--- src/rtl/dense_layer_sequencer_if.sv ---
// Dense layer sequencer bus: start/status, the three synchronous-read memory
// ports (input, weight, bias) and the valid/ready result stream.
// master = sequencer side, slave = storage/downstream side.
interface dense_layer_sequencer_if #(
    parameter int IN_SIZE  = 128,
    parameter int OUT_SIZE = 64,
    parameter int IN_W     = 32,
    parameter int W_W      = 16,
    parameter int B_W      = 32,
    parameter int ACC_W    = 48
);
    localparam int IA_W = (IN_SIZE > 1) ? $clog2(IN_SIZE) : 1;
    localparam int WA_W = (IN_SIZE * OUT_SIZE > 1) ? $clog2(IN_SIZE * OUT_SIZE) : 1;
    localparam int BA_W = (OUT_SIZE > 1) ? $clog2(OUT_SIZE) : 1;

    logic              start;
    logic              busy;
    logic              done;
    logic [IA_W-1:0]   in_addr;
    logic [IN_W-1:0]   in_data;
    logic [WA_W-1:0]   w_addr;
    logic [W_W-1:0]    w_data;
    logic [BA_W-1:0]   b_addr;
    logic [B_W-1:0]    b_data;
    logic              out_valid;
    logic              out_ready;
    logic [BA_W-1:0]   out_idx;
    logic [ACC_W-1:0]  out_data;

    modport master (
        input  start, in_data, w_data, b_data, out_ready,
        output busy, done, in_addr, w_addr, b_addr, out_valid, out_idx, out_data
    );

    modport slave (
        output start, in_data, w_data, b_data, out_ready,
        input  busy, done, in_addr, w_addr, b_addr, out_valid, out_idx, out_data
    );
endinterface

--- src/rtl/dense_layer_sequencer.sv ---
// Serial dense layer: one MAC walks every output neuron j, loads its bias,
// accumulates IN_SIZE input*weight products fetched from synchronous-read
// memories (data one cycle after address) and emits acc on a valid/ready stream.
// Optional build macro DENSE_SEQ_RELU_EN: clamps negative results to zero on
// the output only; the accumulator and the timing are unaffected.
module dense_layer_sequencer #(
    parameter int IN_SIZE  = 128,
    parameter int OUT_SIZE = 64,
    parameter int IN_W     = 32,
    parameter int W_W      = 16,
    parameter int B_W      = 32,
    parameter int ACC_W    = 48
) (
    input logic                  clk,
    input logic                  rst,
    dense_layer_sequencer_if.master bus
);
    localparam int IA_W   = (IN_SIZE > 1) ? $clog2(IN_SIZE) : 1;
    localparam int WA_W   = (IN_SIZE * OUT_SIZE > 1) ? $clog2(IN_SIZE * OUT_SIZE) : 1;
    localparam int BA_W   = (OUT_SIZE > 1) ? $clog2(OUT_SIZE) : 1;
    localparam int PROD_W = IN_W + W_W;

    localparam logic [IA_W-1:0] K_LAST = IA_W'(IN_SIZE - 1);
    localparam logic [BA_W-1:0] J_LAST = BA_W'(OUT_SIZE - 1);

    typedef enum logic [2:0] {
        S_IDLE,
        S_BIAS,
        S_MAC,
        S_EMIT,
        S_DONE
    } state_t;

    state_t                  state;
    logic [IA_W-1:0]         k;
    logic [BA_W-1:0]         j;
    logic [IA_W-1:0]         in_addr;
    logic [WA_W-1:0]         w_addr;
    logic [BA_W-1:0]         b_addr;
    logic signed [ACC_W-1:0] acc;
    logic                    busy;
    logic                    done;
    logic                    out_valid;
    logic [BA_W-1:0]         out_idx;
    logic signed [ACC_W-1:0] out_data;

    // Datapath: exact signed product, sign-extended into the accumulator width.
    // The first MAC cycle seeds with the bias instead of the running sum.
    logic signed [PROD_W-1:0] prod;
    logic signed [ACC_W-1:0]  prod_x;
    logic signed [ACC_W-1:0]  bias_x;
    logic signed [ACC_W-1:0]  acc_base;
    logic signed [ACC_W-1:0]  acc_nxt;

    assign prod     = PROD_W'($signed(bus.in_data)) * PROD_W'($signed(bus.w_data));
    assign prod_x   = ACC_W'(prod);
    assign bias_x   = ACC_W'($signed(bus.b_data));
    assign acc_base = (k == '0) ? bias_x : acc;
    assign acc_nxt  = acc_base + prod_x;

    // Output shaping; only the emitted value is clamped, never acc.
    function automatic logic signed [ACC_W-1:0] shape(input logic signed [ACC_W-1:0] a);
`ifdef DENSE_SEQ_RELU_EN
        return a[ACC_W-1] ? '0 : a;
`else
        return a;
`endif
    endfunction

    // Sequencer FSM with all outputs and memory addresses registered.
    // Addresses run one element ahead of the data in MAC and saturate at the
    // last element, so w_addr+1 out of EMIT lands on the next neuron's row.
    always_ff @(posedge clk or negedge rst) begin
        if (!rst) begin
            state     <= S_IDLE;
            k         <= '0;
            j         <= '0;
            in_addr   <= '0;
            w_addr    <= '0;
            b_addr    <= '0;
            acc       <= '0;
            busy      <= 1'b0;
            done      <= 1'b0;
            out_valid <= 1'b0;
            out_idx   <= '0;
            out_data  <= '0;
        end else begin
            case (state)
                S_IDLE: begin
                    if (bus.start) begin
                        state   <= S_BIAS;
                        busy    <= 1'b1;
                        j       <= '0;
                        b_addr  <= '0;
                        in_addr <= '0;
                        w_addr  <= '0;
                    end
                end
                S_BIAS: begin
                    state   <= S_MAC;
                    k       <= '0;
                    in_addr <= IA_W'(1);
                    w_addr  <= w_addr + WA_W'(1);
                end
                S_MAC: begin
                    acc <= acc_nxt;
                    if (in_addr != K_LAST) begin
                        in_addr <= in_addr + IA_W'(1);
                        w_addr  <= w_addr + WA_W'(1);
                    end
                    if (k == K_LAST) begin
                        state     <= S_EMIT;
                        out_valid <= 1'b1;
                        out_idx   <= j;
                        out_data  <= shape(acc_nxt);
                    end else begin
                        k <= k + IA_W'(1);
                    end
                end
                S_EMIT: begin
                    if (bus.out_ready) begin
                        out_valid <= 1'b0;
                        if (j == J_LAST) begin
                            state <= S_DONE;
                            done  <= 1'b1;
                        end else begin
                            state   <= S_BIAS;
                            j       <= j + BA_W'(1);
                            b_addr  <= j + BA_W'(1);
                            in_addr <= '0;
                            w_addr  <= w_addr + WA_W'(1);
                        end
                    end
                end
                S_DONE: begin
                    state   <= S_IDLE;
                    done    <= 1'b0;
                    busy    <= 1'b0;
                    j       <= '0;
                    in_addr <= '0;
                    w_addr  <= '0;
                    b_addr  <= '0;
                end
                default: state <= S_IDLE;
            endcase
        end
    end

    assign bus.busy      = busy;
    assign bus.done      = done;
    assign bus.in_addr   = in_addr;
    assign bus.w_addr    = w_addr;
    assign bus.b_addr    = b_addr;
    assign bus.out_valid = out_valid;
    assign bus.out_idx   = out_idx;
    assign bus.out_data  = out_data;
endmodule

--- src/flat_wrapper.sv ---
// flat-port wrapper written by rule: the top's interface ports become plain ports
module dense_layer_sequencer_flat 
#(
    parameter int IN_SIZE  = 128,
    parameter int OUT_SIZE = 64,
    parameter int IN_W     = 32,
    parameter int W_W      = 16,
    parameter int B_W      = 32,
    parameter int ACC_W    = 48
)
  (clk, rst, bus_start, bus_in_data, bus_w_data, bus_b_data, bus_out_ready, bus_busy, bus_done, bus_in_addr, bus_w_addr, bus_b_addr, bus_out_valid, bus_out_idx, bus_out_data);
  dense_layer_sequencer_if #(.IN_SIZE(IN_SIZE), .OUT_SIZE(OUT_SIZE), .IN_W(IN_W), .W_W(W_W), .B_W(B_W), .ACC_W(ACC_W)) bus_i ();
  input logic clk;
  input logic rst;
  input wire logic [$bits(bus_i.start)-1:0] bus_start;
  input wire logic [$bits(bus_i.in_data)-1:0] bus_in_data;
  input wire logic [$bits(bus_i.w_data)-1:0] bus_w_data;
  input wire logic [$bits(bus_i.b_data)-1:0] bus_b_data;
  input wire logic [$bits(bus_i.out_ready)-1:0] bus_out_ready;
  output wire logic [$bits(bus_i.busy)-1:0] bus_busy;
  output wire logic [$bits(bus_i.done)-1:0] bus_done;
  output wire logic [$bits(bus_i.in_addr)-1:0] bus_in_addr;
  output wire logic [$bits(bus_i.w_addr)-1:0] bus_w_addr;
  output wire logic [$bits(bus_i.b_addr)-1:0] bus_b_addr;
  output wire logic [$bits(bus_i.out_valid)-1:0] bus_out_valid;
  output wire logic [$bits(bus_i.out_idx)-1:0] bus_out_idx;
  output wire logic [$bits(bus_i.out_data)-1:0] bus_out_data;
  assign bus_i.start = bus_start;
  assign bus_i.in_data = bus_in_data;
  assign bus_i.w_data = bus_w_data;
  assign bus_i.b_data = bus_b_data;
  assign bus_i.out_ready = bus_out_ready;
  assign bus_busy = bus_i.busy;
  assign bus_done = bus_i.done;
  assign bus_in_addr = bus_i.in_addr;
  assign bus_w_addr = bus_i.w_addr;
  assign bus_b_addr = bus_i.b_addr;
  assign bus_out_valid = bus_i.out_valid;
  assign bus_out_idx = bus_i.out_idx;
  assign bus_out_data = bus_i.out_data;
  dense_layer_sequencer #(.IN_SIZE(IN_SIZE), .OUT_SIZE(OUT_SIZE), .IN_W(IN_W), .W_W(W_W), .B_W(B_W), .ACC_W(ACC_W)) u_core (.clk(clk), .rst(rst), .bus(bus_i));
endmodule
--- config.mk ---
export PLATFORM = sky130hd
export DESIGN_NAME = dense_layer_sequencer_flat
export DESIGN_NICKNAME = d
export VERILOG_FILES = /design/src/rtl/dense_layer_sequencer_if.sv /design/src/rtl/dense_layer_sequencer.sv /design/src/flat_wrapper.sv
export SDC_FILE = /design/constraint.sdc
export NUM_CORES = 2
export LEC_CHECK = 0
export BUFFER_PORTS_ARGS = -buffer_cell sky130_fd_sc_hd__buf_2
export CORE_MARGIN = 3
export CORE_UTILIZATION = 40
export CTS_CLUSTER_DIAMETER = 50
export DETAILED_ROUTE_END_ITERATION = 10
export GPL_ROUTABILITY_DRIVEN = 0
export PLACE_DENSITY = 0.62
export SLEW_MARGIN = 5
export SYNTH_ARGS = -nofsm -noshare
export SYNTH_HDL_FRONTEND = slang
export SYNTH_SLANG_ARGS = --single-unit
--- constraint.sdc ---
create_clock -name clk -period 6.93 [get_ports clk]
set_input_delay 1.386 -clock clk [delete_from_list [all_inputs] [get_ports clk]]
set_output_delay 1.386 -clock clk [all_outputs]
set_load 0.02 [all_outputs]
==> reports/metrics.yaml <==
run_status:
  status: "complete, no violations"
finish:
  utilization: 0.495
  layout_commonest_cell: "inv_1"
  fin_cells: 4090
  regArea_sq_um: 3530
  multi_input_area_sq_um: 20000
  drive_gt1_frac: 0.205
  syn2layout_area_growth_pct: 21.8
  layout_common_cells: "inv_1 (610), fa_1 (521), nand2_1 (447), buf_4 (308), and2_1 (200)"
  layout.nets: 3982
  fillers: 6018
clock_network:
  clk-insertion-delay-late_ns: 0.44
  cts_tree: "done"
  clockBufferDepth: 2
  htreeDepth: 4
  root_buffer: "clkbuf_16"
  numCtsBuffers: 17
  clkTransAtPathRegs_ns: 0.07
  cts_sinks: 141
die:
  initial_core_util: 0.406
  rows: 92
  dieHeight_microns: 260
  core_area_sq_um: 63300
  pin_count: 167
  die_w_microns: 260
  dieArea_sq_um: 67300
sta:
  rsz0062_at_grt: "yes"
  worstMarginPinSlew_ns: 0.999
  fmax_mhz: 145
  setup_violations: 0
  clock_skew_ns: 0.0178
  hold_viol_final: 0
  slew_violations: 0
  fin_crit_sh: 0.996
  maxSlewHeadroom: 0.334
  period_minus_slack_ns: 6.91
critical_path:
  crit_chain: "buf_16 -> and2_4 -> fa_1 -> inv_2 -> fa_1 -> inv_2 -> fa_1 -> fa_1 -> fa_1 -> inv_2 -> fa_1 -> inv_2 -> ha_4 -> nand3_4 -> nor3_2 -> or3b_4 -> a211oi_4 -> o21ai_4 -> o311ai_4 -> buf_4 -> a2bb2oi_4 -> o22ai_1"
  r2r_end: "u_core.acc[17]"
  cp_max_fo: 5
  critPathCapture: "u_core.bus.out_data[44]"
  critPathMostFrequentCell: "fa_1"
  required_ns: 7.21
  reg2regPathDepth: 25
  crit_buf_inv: 6
  worstSetupStartpoint: "bus_w_data[11]"
  critPathKind: "in -> reg"
  ff2ff_setup_slack_ns: 0.41
  startpoint_type: "input port"
  r2r-start: "u_core.k[0]"
  crit_arrival_ns: 7.18
  max_stage_delay_ns: 0.57
  cp_num_cells: 22
  cpMaxStageDelayCell: "fa_1"
  critPathCaptureType: "flip-flop"
  critical-path-top-delay-family: "adder cells"
logic_synthesis:
  synth_cell_types: 65
  synth_nets: 3600
  syn_inst: 2849
  ys_top_cells_by_area: "fa_1 (41%), dfrtp_1 (14%), inv_1 (9.0%), nand2_1 (6.6%), ha_1 (6.6%)"
  synth_top_area_cell: "fa_1"
  synth.top_cell.area_share: 0.414
  synth_edf_count: 0
  netlist_area_sq_um: 25700
  ys_warn_count: 0
  ys.flop_type: "dfrtp_1"
  ys_seq_elements: 141
  ys_seq_area_frac: 0.137
  avgSynthCellArea_sq_um: 9.02
  async_reset_ff_frac: 1.00
routing:
  dr_total_vias: 20200
  drt_iter0_markers: 1252
  avgViaCountPerCell: 4.93
  dr.pass1.iters: 8
  route.detailed.drc: 0
  detail_route.wl_per_cell_microns: 17.5
  ant_nets: 0
  drt_wl_total_mm: 71.4
placed_design:
  dp_hpwl_mm: 58.9
  dp.cells: 4038
  port_buffers: 166
run:
  cap_violations: 0
global_route:
  grt_overflow: 0
  first_global_vias: 21200
  antenna_found_initial: 3
  grt_usage: 0.213
  grt_max_degree: 100
  grt_first_pass_wirelength_mm: 112
hold_path:
  hp-class: "reg -> reg"
==> cells by family (layout without fill, tap and decap cells) <==
kind of cell | after synthesis | in the layout | share of synthesized area
and+or+nand+nor | 879 | 879 | 0.160
buffers and inverters | 748 | 1142 | 0.109
adders and majority gates | 667 | 667 | 0.480
AOI/OAI and AO/OA | 309 | 309 | 0.0749
DFF | 141 | 141 | 0.137
xor gates and xnor gates | 67 | 67 | 0.0228
muxes | 38 | 38 | 0.0163
other | 0 | 1 | 0
==> metal layers <==
metal / vias to the layer above / track usage / part of all wire / wire, microns
li1: 9311 / - / - / -
met1: 10300 / 0.277 / 0.42 / 30000
met2: 416 / 0.374 / 0.51 / 36400
met3: 95 / 0.0282 / 0.044 / 3140
met4: 0 / 0.0589 / 0.026 / 1860
met5: - / 0 / 0 / 0
==> worst register-to-register path, stage by stage, from the launching register on <==
cell	delay, ns
dfrtp_1	0.42
inv_1	0.07
ha_1	0.13
nor4b_2	0.27
nand2_2	0.19
buf_4	0.25
mux2_2	0.31
ha_1	0.32
fa_1	0.50
fa_1	0.52
inv_1	0.06
fa_1	0.50
fa_1	0.51
inv_1	0.04
ha_1	0.32
a21o_1	0.18
or3_1	0.33
buf_4	0.15
o21ai_2	0.18
buf_4	0.15
nand2_1	0.07
or2_2	0.27
a21oi_1	0.18
xor2_1	0.20
buf_4	0.17
o21ai_0	0.07
==> synthesized netlist by cell type (10+ instances only) <==
| library cell | count |
|---|---|
| nor3_1 | 17 |
| a21o_1 | 40 |
| a31oi_1 | 11 |
| and2_1 | 211 |
| nand2b_1 | 10 |
| a21oi_1 | 61 |
| fa_1 | 532 |
| nor2_1 | 97 |
| mux2_2 | 31 |
| nand3_1 | 32 |
| dfrtp_1 | 141 |
| nand4_1 | 16 |
| o21ai_0 | 120 |
| xnor2_1 | 38 |
| clkbuf_1 | 134 |
| and3_1 | 11 |
| xor2_1 | 29 |
| inv_1 | 614 |
| nand2_1 | 452 |
| ha_1 | 135 |
==> worst min path at each step <==
stage / depth (start not counted) / to / start / slack [ns]
after floorplan: 2 / u_core.acc[0] / u_core.acc[0] / 0.44
after global placement: 2 / u_core.acc[3] / u_core.acc[3] / 0.45
after detailed placement: 2 / u_core.acc[2] / u_core.acc[2] / 0.46
after CTS: 2 / u_core.acc[3] / u_core.acc[3] / 0.48
after global routing: 2 / u_core.acc[3] / u_core.acc[3] / 0.49
final: 2 / u_core.bus.out_idx[0] / u_core.bus.out_idx[0] / 0.47
==> per-stage QoR <==
step           hold WS [ns]  instance area (sq um)  worst slack [ns]  setup TNS [ns]
3_5_place_dp          0.458                  29800            -0.704          -28.47
6_report              0.469                  31300            0.0247               0
3_3_place_gp          0.453                  29800            -0.677          -26.39
4_1_cts               0.475                  30500            0.0133               0
2_1_floorplan         0.440                  25900          -0.00202        -0.00202
5_1_grt               0.491                  31300            -0.127           -1.61
==> sequential cells by signal (all words and copies together) (netlist names) <==
name                  count
u_core.bus.done           1
u_core.acc               48
u_core.bus.b_addr         6
u_core.bus.out_valid      1
u_core.state              3
u_core.bus.out_data      48
u_core.bus.busy           1
u_core.k                  7
u_core.bus.in_addr        7
u_core.bus.w_addr        13
u_core.bus.out_idx        6
==> cell type report <==
type | count | share of cell area
antenna | 1 | 0.0000799
multi-input combinational | 1960 | 0.637
clock buffer | 18 | 0.0140
clock inverter | 13 | 0.00408
inverter | 614 | 0.0736
timing repair buffer | 497 | 0.124
sequential | 141 | 0.113
tap | 846 | 0.0338
==> repair_timing <==
item                                    in CTS  in global routing
pin swaps                                    4                 50
cloned                                       0                  7
resized for setup                           25                164
endpoints found under the setup margin      40                 56
hold endpoints to repair                     0                  0
hold buffers                                 0                  0
buffers inserted                             4                  9
Power is not shown: default switching activity piles up to over one toggle a cycle in this logic, so the estimate is an artifact.
